File: src/rtl/target_read_ctrl.sv
`default_nettype none
// ============================================================================
// Module   : target_read_ctrl
// Purpose  : Streams training targets from a sample memory, one handshake per
//            sample, over a programmed number of epochs.
// Revision : 1.0 - initial release
// ============================================================================
module target_read_ctrl #(
    parameter int DWIDTH = 16,
    parameter int AWIDTH = 4,
    parameter int EWIDTH = 16
) (
    input  logic              clk,
    input  logic              rst,
    input  logic              start,
    input  logic              abort,
    input  logic [EWIDTH-1:0] epochs,
    input  logic [AWIDTH-1:0] last_addr,
    output logic              mem_en,
    output logic [AWIDTH-1:0] mem_addr,
    input  logic [DWIDTH-1:0] mem_dout,
    output logic [DWIDTH-1:0] t_out,
    output logic              t_valid,
    input  logic              t_ready,
    output logic [AWIDTH-1:0] sample_idx,
    output logic [EWIDTH-1:0] epoch_cnt,
    output logic              busy,
    output logic              done
);

    typedef enum logic [2:0] {
        S_IDLE = 3'd0,
        S_READ = 3'd1,
        S_CAPT = 3'd2,
        S_HOLD = 3'd3,
        S_NEXT = 3'd4
    } state_t;

    state_t            r_state;
    state_t            w_next;
    logic [AWIDTH-1:0] r_addr;
    logic [AWIDTH-1:0] r_last;
    logic [EWIDTH-1:0] r_epochs;
    logic [EWIDTH-1:0] r_epoch_cnt;
    logic [DWIDTH-1:0] r_t_out;
    logic [AWIDTH-1:0] r_sample_idx;
    logic              r_zero_done;

    logic              w_addr_last;
    logic [EWIDTH-1:0] w_cnt_inc;
    logic              w_final;
    logic              w_abort;

    assign w_addr_last = (r_addr == r_last);
    // epoch_cnt is always below r_epochs inside a run, so the increment cannot wrap
    assign w_cnt_inc   = r_epoch_cnt + {{(EWIDTH-1){1'b0}}, 1'b1};
    assign w_final     = w_addr_last && (w_cnt_inc == r_epochs);
    assign w_abort     = abort && (r_state != S_IDLE);

    always_comb begin
        w_next = r_state;
        case (r_state)
            S_IDLE: if (start && (epochs != '0)) w_next = S_READ;
            S_READ: w_next = S_CAPT;
            S_CAPT: w_next = S_HOLD;
            S_HOLD: if (t_ready) w_next = S_NEXT;
            S_NEXT: w_next = w_final ? S_IDLE : S_READ;
            default: w_next = S_IDLE;
        endcase
        if (w_abort) w_next = S_IDLE;
    end

    always_ff @(posedge clk or posedge rst) begin
        if (rst) begin
            r_state      <= S_IDLE;
            r_addr       <= '0;
            r_last       <= '0;
            r_epochs     <= '0;
            r_epoch_cnt  <= '0;
            r_t_out      <= '0;
            r_sample_idx <= '0;
            r_zero_done  <= 1'b0;
        end else begin
            r_state     <= w_next;
            r_zero_done <= (r_state == S_IDLE) && start && (epochs == '0);
            case (r_state)
                S_IDLE: begin
                    if (start) begin
                        r_addr      <= '0;
                        r_epoch_cnt <= '0;
                        r_epochs    <= epochs;
                        r_last      <= last_addr;
                    end
                end
                S_CAPT: begin
                    if (!w_abort) begin
                        r_t_out      <= mem_dout;
                        r_sample_idx <= r_addr;
                    end
                end
                S_NEXT: begin
                    if (!w_abort) begin
                        if (w_addr_last) begin
                            r_addr      <= '0;
                            r_epoch_cnt <= w_cnt_inc;
                        end else begin
                            r_addr <= r_addr + {{(AWIDTH-1){1'b0}}, 1'b1};
                        end
                    end
                end
                default: ;
            endcase
        end
    end

    assign mem_en     = (r_state == S_READ);
    assign mem_addr   = r_addr;
    assign t_out      = r_t_out;
    assign t_valid    = (r_state == S_HOLD);
    assign sample_idx = r_sample_idx;
    assign epoch_cnt  = r_epoch_cnt;
    assign busy       = (r_state != S_IDLE);
    assign done       = r_zero_done || ((r_state == S_NEXT) && w_final && !w_abort);

endmodule
`default_nettype wire

File: config.mk
export PLATFORM = sky130hd
export DESIGN_NAME = target_read_ctrl
export DESIGN_NICKNAME = d
export VERILOG_FILES = /design/src/rtl/target_read_ctrl.sv
export SDC_FILE = /design/constraint.sdc
export NUM_CORES = 1
export LEC_CHECK = 0
export ABC_AREA = 1
export BUFFER_PORTS_ARGS = -buffer_cell sky130_fd_sc_hd__buf_2
export CORE_AREA = 2 2 101 103
export DETAILED_ROUTE_END_ITERATION = 6
export DIE_AREA = 0 0 103 105
export GPL_ROUTABILITY_DRIVEN = 0
export PLACE_DENSITY = 0.67
export SYNTH_ARGS = -nofsm -noshare
export SYNTH_HDL_FRONTEND = slang
export SYNTH_SLANG_ARGS = --single-unit
File: constraint.sdc
create_clock -name clk -period 3 [get_ports clk]
set_input_delay 0.6 -clock clk [delete_from_list [all_inputs] [get_ports clk]]
set_output_delay 0.6 -clock clk [all_outputs]
set_load 0.01 [all_outputs]
Word-level counts from Yosys, hierarchy flattened --
Index checks and enable logic that the tools add are counted.
Storage, ports and cells: output and inout port bits 44, input bits 41, register bits 64
Cells by class: equality and inequality tests 11, mux-type cells 13, add/subtract/negate cells 2, reductions and logical operators 19, bitwise gates (word level) 1
Operators by type and width (count):
- two-way mux 16 bit | 3
- one-hot mux 16 bit (2 select lines) | 1
- adder 16 x 1 -> 16 bit (second input constant) | 1
- == test 16 bit | 1
- zero test 16 bit | 1
- nonzero test 16 bit | 1
- one-hot mux 3 bit (5 select lines) | 1
- two-way mux 4 bit | 3
- two-way mux 3 bit | 3
- one-hot mux 4 bit (2 select lines) | 1
- logical AND 1 bit | 7
- == test 3 x 2 -> 1 bit (second input constant) | 2
- inequality test 2 bit (second input constant) | 3
- AND reduction 2 bit | 3
- adder 4 x 1 -> 4 bit (second input constant) | 1
- == test 4 bit | 1
- AND reduction 4 bit | 1
- == test 3 x 1 -> 1 bit (second input constant) | 1
- == test 3 bit (second input constant) | 1
- zero test 3 bit | 1
- inequality test 3 x 1 -> 1 bit (second input constant) | 1
- inequality test 3 bit (second input constant) | 1
- AND reduction 3 bit | 1
- nonzero test 3 bit | 1
- other kinds (5) | 5

Longest topological paths before layout --
word-level depth 6, mapped depth 15

Least setup slack after synthesis --
Ideal clock, no wire load.
kind register to output, start reg r_epoch_cnt[1] (netlist: epoch_cnt[1]), end out done, data required time 2400 ps, path buffers 0, arrival time 1687 ps, path slack 713 ps, stages on the path, launching flop included 12, cells stage by stage dfrtp_1 > ha_1 > nand2_2 > nor2_4 > nand3_2 > o21ai_2 > nand2_1 > nand2_1 > nand2_1 > nor2_1 > nand3_2 > o21bai_1
Between the ends: cells in the longest elaborated chain, start to end 6
RTL lines:
- from (decl) | line 44 | logic [EWIDTH-1:0] r_epoch_cnt;
- from (signal assigned) | line 105 | r_epoch_cnt <= w_cnt_inc;
- adder 16 x 1 -> 16 bit | line 56 | assign w_cnt_inc = r_epoch_cnt + {{(EWIDTH-1){1'b0}}, 1'b1};
- == test 16 bit | line 57 | assign w_final = w_addr_last && (w_cnt_inc == r_epochs);
- logical AND 1 bit | line 57
- logical AND 1 bit (2 in series) | line 123 | assign done = r_zero_done || ((r_state == S_NEXT) && w_final && !w_abort);
- logical OR 1 bit | line 123
- to (decl) | line 28 | output logic done
Every way passes these cells.

Worst setup path in the final report --
start reg r_epoch_cnt[0] (netlist: epoch_cnt[0]), end out done
Same word-level chain as after synthesis.

==> run_results.csv <==
group,metric,value,unit
clock_tree,cts_sinks,64,
yosys,synthCells,407,
timing,period_share,93.1,%
floorplanning,initial_core_util,34.7,%
detailed_routing,drt_first_pass_iters,4,
global_route,grt_pass1_vias,3095,
clock_tree,h-tree-depth,3,
pwr,p_leak,2.03,nW
critical_path,cp-end-kind,"primary output",
global_route,grt_pass1_wl,14.5,mm
outcome,status,"completed",
yosys,synth.area.mux_share,5.72,%
timing,setup-tns-final,0,ns
critical_path,path_class,"flop to primary output",
yosys,ys.flop_type,"dfrtp_1",
yosys,synth_seq_area_share,47.8,%
hold_path,min_delay_worst_endpoint,"r_last[2]$_DFFE_PP0P_",
clock_tree,cts-buffers-inserted,9,
timing,finalHoldViolCount,0,
yosys,synth_xor_area_share,1.05,%
global_route,antenna_found_initial,0,
floorplanning,num_io_pins,85,
yosys,ys_ff_latch,64,
placed_design,dp_hpwl,6.49,mm
yosys,avgSynthCellArea,8.23,µm²
yosys,synth_compound_area_share,8.59,%
detailed_routing,via_per_inst,4.81,
yosys,yosys.area_share.adder,0.747,%
timing,setup_viol_count_final,0,
detailed_routing,drc,0,
cells_and_area,drive_gt1_share,31.3,%
detailed_routing,wl_per_cell,13.6,µm
pwr,peakVddDrop,447,µV
clock_tree,root_buffer,"clkbuf_8",
detailed_routing,ant_nets,0,
floorplanning,rows,36,
yosys,netlist.area_leader.share,47.8,%
global_route,overflow,0,
yosys,ys_types,32,
timing,worst_slew_pin_slew,0.855,ns
floorplanning,core,9640,µm²
yosys,synth_area_leaders,"dfrtp_1 48%, nand2_1 13%, mux2_2 5.7%",
yosys,synth_simple_gate_area_share,28.5,%
critical_path,rr_endpoint,"epoch_cnt[1]$_DFFE_PP0P_",
yosys,yosys_warnings,0,
clock_tree,cts_hold_buf,0,
run,maxCapViolations,0,
yosys,syn_nets,450,
global_route,grt_usage,17.1,%
critical_path,reg2reg_depth,9,
yosys,synth-edff-count,0,
cells_and_area,antenna_cells,0,
timing,slew_viol_final,0,
timing,rsz0062_at_grt,"no",
clock_tree,cts_tree,"built",
cells_and_area,n_fill_cell,1028,
clock_tree,clockBufferDepth,2,
clock_tree,clk_pin_slew_worst_paths,0.08,ns
yosys,synth_top_family_by_area,"simple AND/OR/NAND/NOR gates",
critical_path,critical_path.max_fanout,6,
yosys,async_flop_share,100,%
cells_and_area,layout.cells.non_filler,635,
critical_path,arrival,2.19,ns
floorplanning,die-area,10800,µm²
floorplanning,die_h,105,µm
detailed_routing,routed_wirelength,8.66,mm
global_route,grt_max_degree,65,
critical_path,r2r_start,"r_state[1]$_DFFE_PP0P_",
cells_and_area,multi_input_area,1510,µm²
yosys,synth_largest_area_cell,"dfrtp_1",
detailed_routing,drt_iter0_drc,104,
floorplanning,die_w,103,µm
timing,max_freq,358,MHz
critical_path,cp-start-kind,"flop",
detailed_routing,route.vias.total,3057,
critical_path,critPathRequiredTime,2.40,ns
yosys,syn_area,3350,µm²
hold_path,holdPathStages,3,
clock_tree,clock_latency,0.34,ns
timing,period_needed,2.79,ns
timing,slew_headroom,42.8,%
cells_and_area,seq_area,1610,µm²
cells_and_area,fin_nets,540,
pwr,p_per_area,801,nW/µm²
yosys,yosys-top-cells-count,"115 x nand2_1, 64 x dfrtp_1, 48 x inv_1",
timing,finalClockSkew,0.00873,ns
placed_design,dpl.cell_count,618,
cells_and_area,synthToLayoutAreaGrowth,24.2,%
placed_design,portBuffers,84,
critical_path,reg2reg_slack,0.77,ns
hold_path,hold_path_class,"input port to flop",
yosys,synth.most_common_cell,"nand2_1",
hold_path,min-delay-start,"last_addr[2]",
==> kinds of logic (layout without fill, tap and decap cells) <==
group / after synthesis / count (layout)
compound gates: 51 / 51
xor+xnor: 4 / 4
fa+ha+maj: 2 / 2
buf+inv: 62 / 157
flops: 64 / 64
mux: 17 / 17
simple gates: 207 / 207
==> routing by layer <==
metal,wire [µm],GRT usage (%)
met1,3690,22.0
met2,4240,27.6
met3,692,5.82
met4,50,3.57
met5,0,0
==> flip-flops by register name, summed over array words and instances, names as in the netlist <==
register and count:
epoch_cnt 16, r_epochs 16, t_out 16, mem_addr 4
r_last 4, sample_idx 4, r_state 3, r_zero_done 1
==> per-stage QoR <==
step	power, mW	hold WS (ns)	setup slack, ns	cell area, µm²	utilization, %
final	3.33	0.452	0.206	4160	43.2
after global routing	3.59	0.462	0.00958	4160	43.2
after CTS	3.37	0.434	0.0899	4130	42.9
after detailed placement	2.50	0.479	0.471	3900	40.5
after global placement	2.47	0.471	0.551	3900	40.5
after floorplan	2.10	0.460	0.713	3350	-
==> worst max-delay path by stage <==
| stage | startpoint | endpoint | slack (ns) |
|---|---|---|---|
| 2_1_floorplan | epoch_cnt[1]$_DFFE_PP0P_ | done | 0.71 |
| 3_3_place_gp | epoch_cnt[1]$_DFFE_PP0P_ | done | 0.55 |
| 3_5_place_dp | epoch_cnt[1]$_DFFE_PP0P_ | done | 0.47 |
| 4_1_cts | epoch_cnt[1]$_DFFE_PP0P_ | done | 0.09 |
| 5_1_grt | epoch_cnt[5]$_DFFE_PP0P_ | done | 0.01 |
| 6_report | epoch_cnt[0]$_DFFE_PP0P_ | done | 0.21 |
==> placed cells by master (no fill, tap or decap), types with 2 or more instances in the layout <==
| cell type | instances |
|---|---|
| buf_2 | 84 |
| buf_4 | 4 |
| bufinv_16 | 2 |
| clkbuf_8 | 10 |
| clkinv_4 | 2 |
| dfrtp_1 | 60 |
| dfrtp_2 | 4 |
| inv_1 | 47 |
| inv_2 | 5 |
| mux2_2 | 17 |
| nand2_1 | 115 |
| nand2_2 | 6 |
| nand3_1 | 30 |
| nand3_2 | 3 |
| nand4_1 | 9 |
| nor2_1 | 22 |
| nor2_2 | 7 |
| nor2_4 | 6 |
| nor3_1 | 2 |
| nor4_1 | 4 |
| o21ai_0 | 31 |
| o21ai_1 | 2 |
| o22ai_1 | 13 |
| xor2_1 | 4 |
==> power breakdown <==
part	internal [mW]	switching, mW
logic	0.458	0.694
registers	1.15	0.176
clock network	0.495	0.360
==> critical path: stages (launching register included) <==
cell and delay, ns:
dfrtp_2 0.42, ha_4 0.16, nand2_2 0.07, nor2_4 0.15, nand3_2 0.14, o21ai_2 0.15, nand2_1 0.09, nand2_1 0.07
nand2_1 0.04, nor2_1 0.15, nand3_2 0.11, o21bai_1 0.15, buf_2 0.16
==> cell type report <==
type | count | share of cell area [%]
Inverter | 53 | 4.78
Sequential cell | 64 | 38.6
Tap cell | 133 | 4.00
Multi-Input combinational cell | 281 | 36.3
Timing Repair Buffer | 88 | 10.8
Clock inverter | 6 | 2.19
Clock buffer | 10 | 3.31
==> repair_timing <==
action | in CTS | in global routing
buffers inserted | 0 | 1
resized for setup | 0 | 8
setup endpoints to repair | 0 | 1
(Power assumes the default switching activity.)
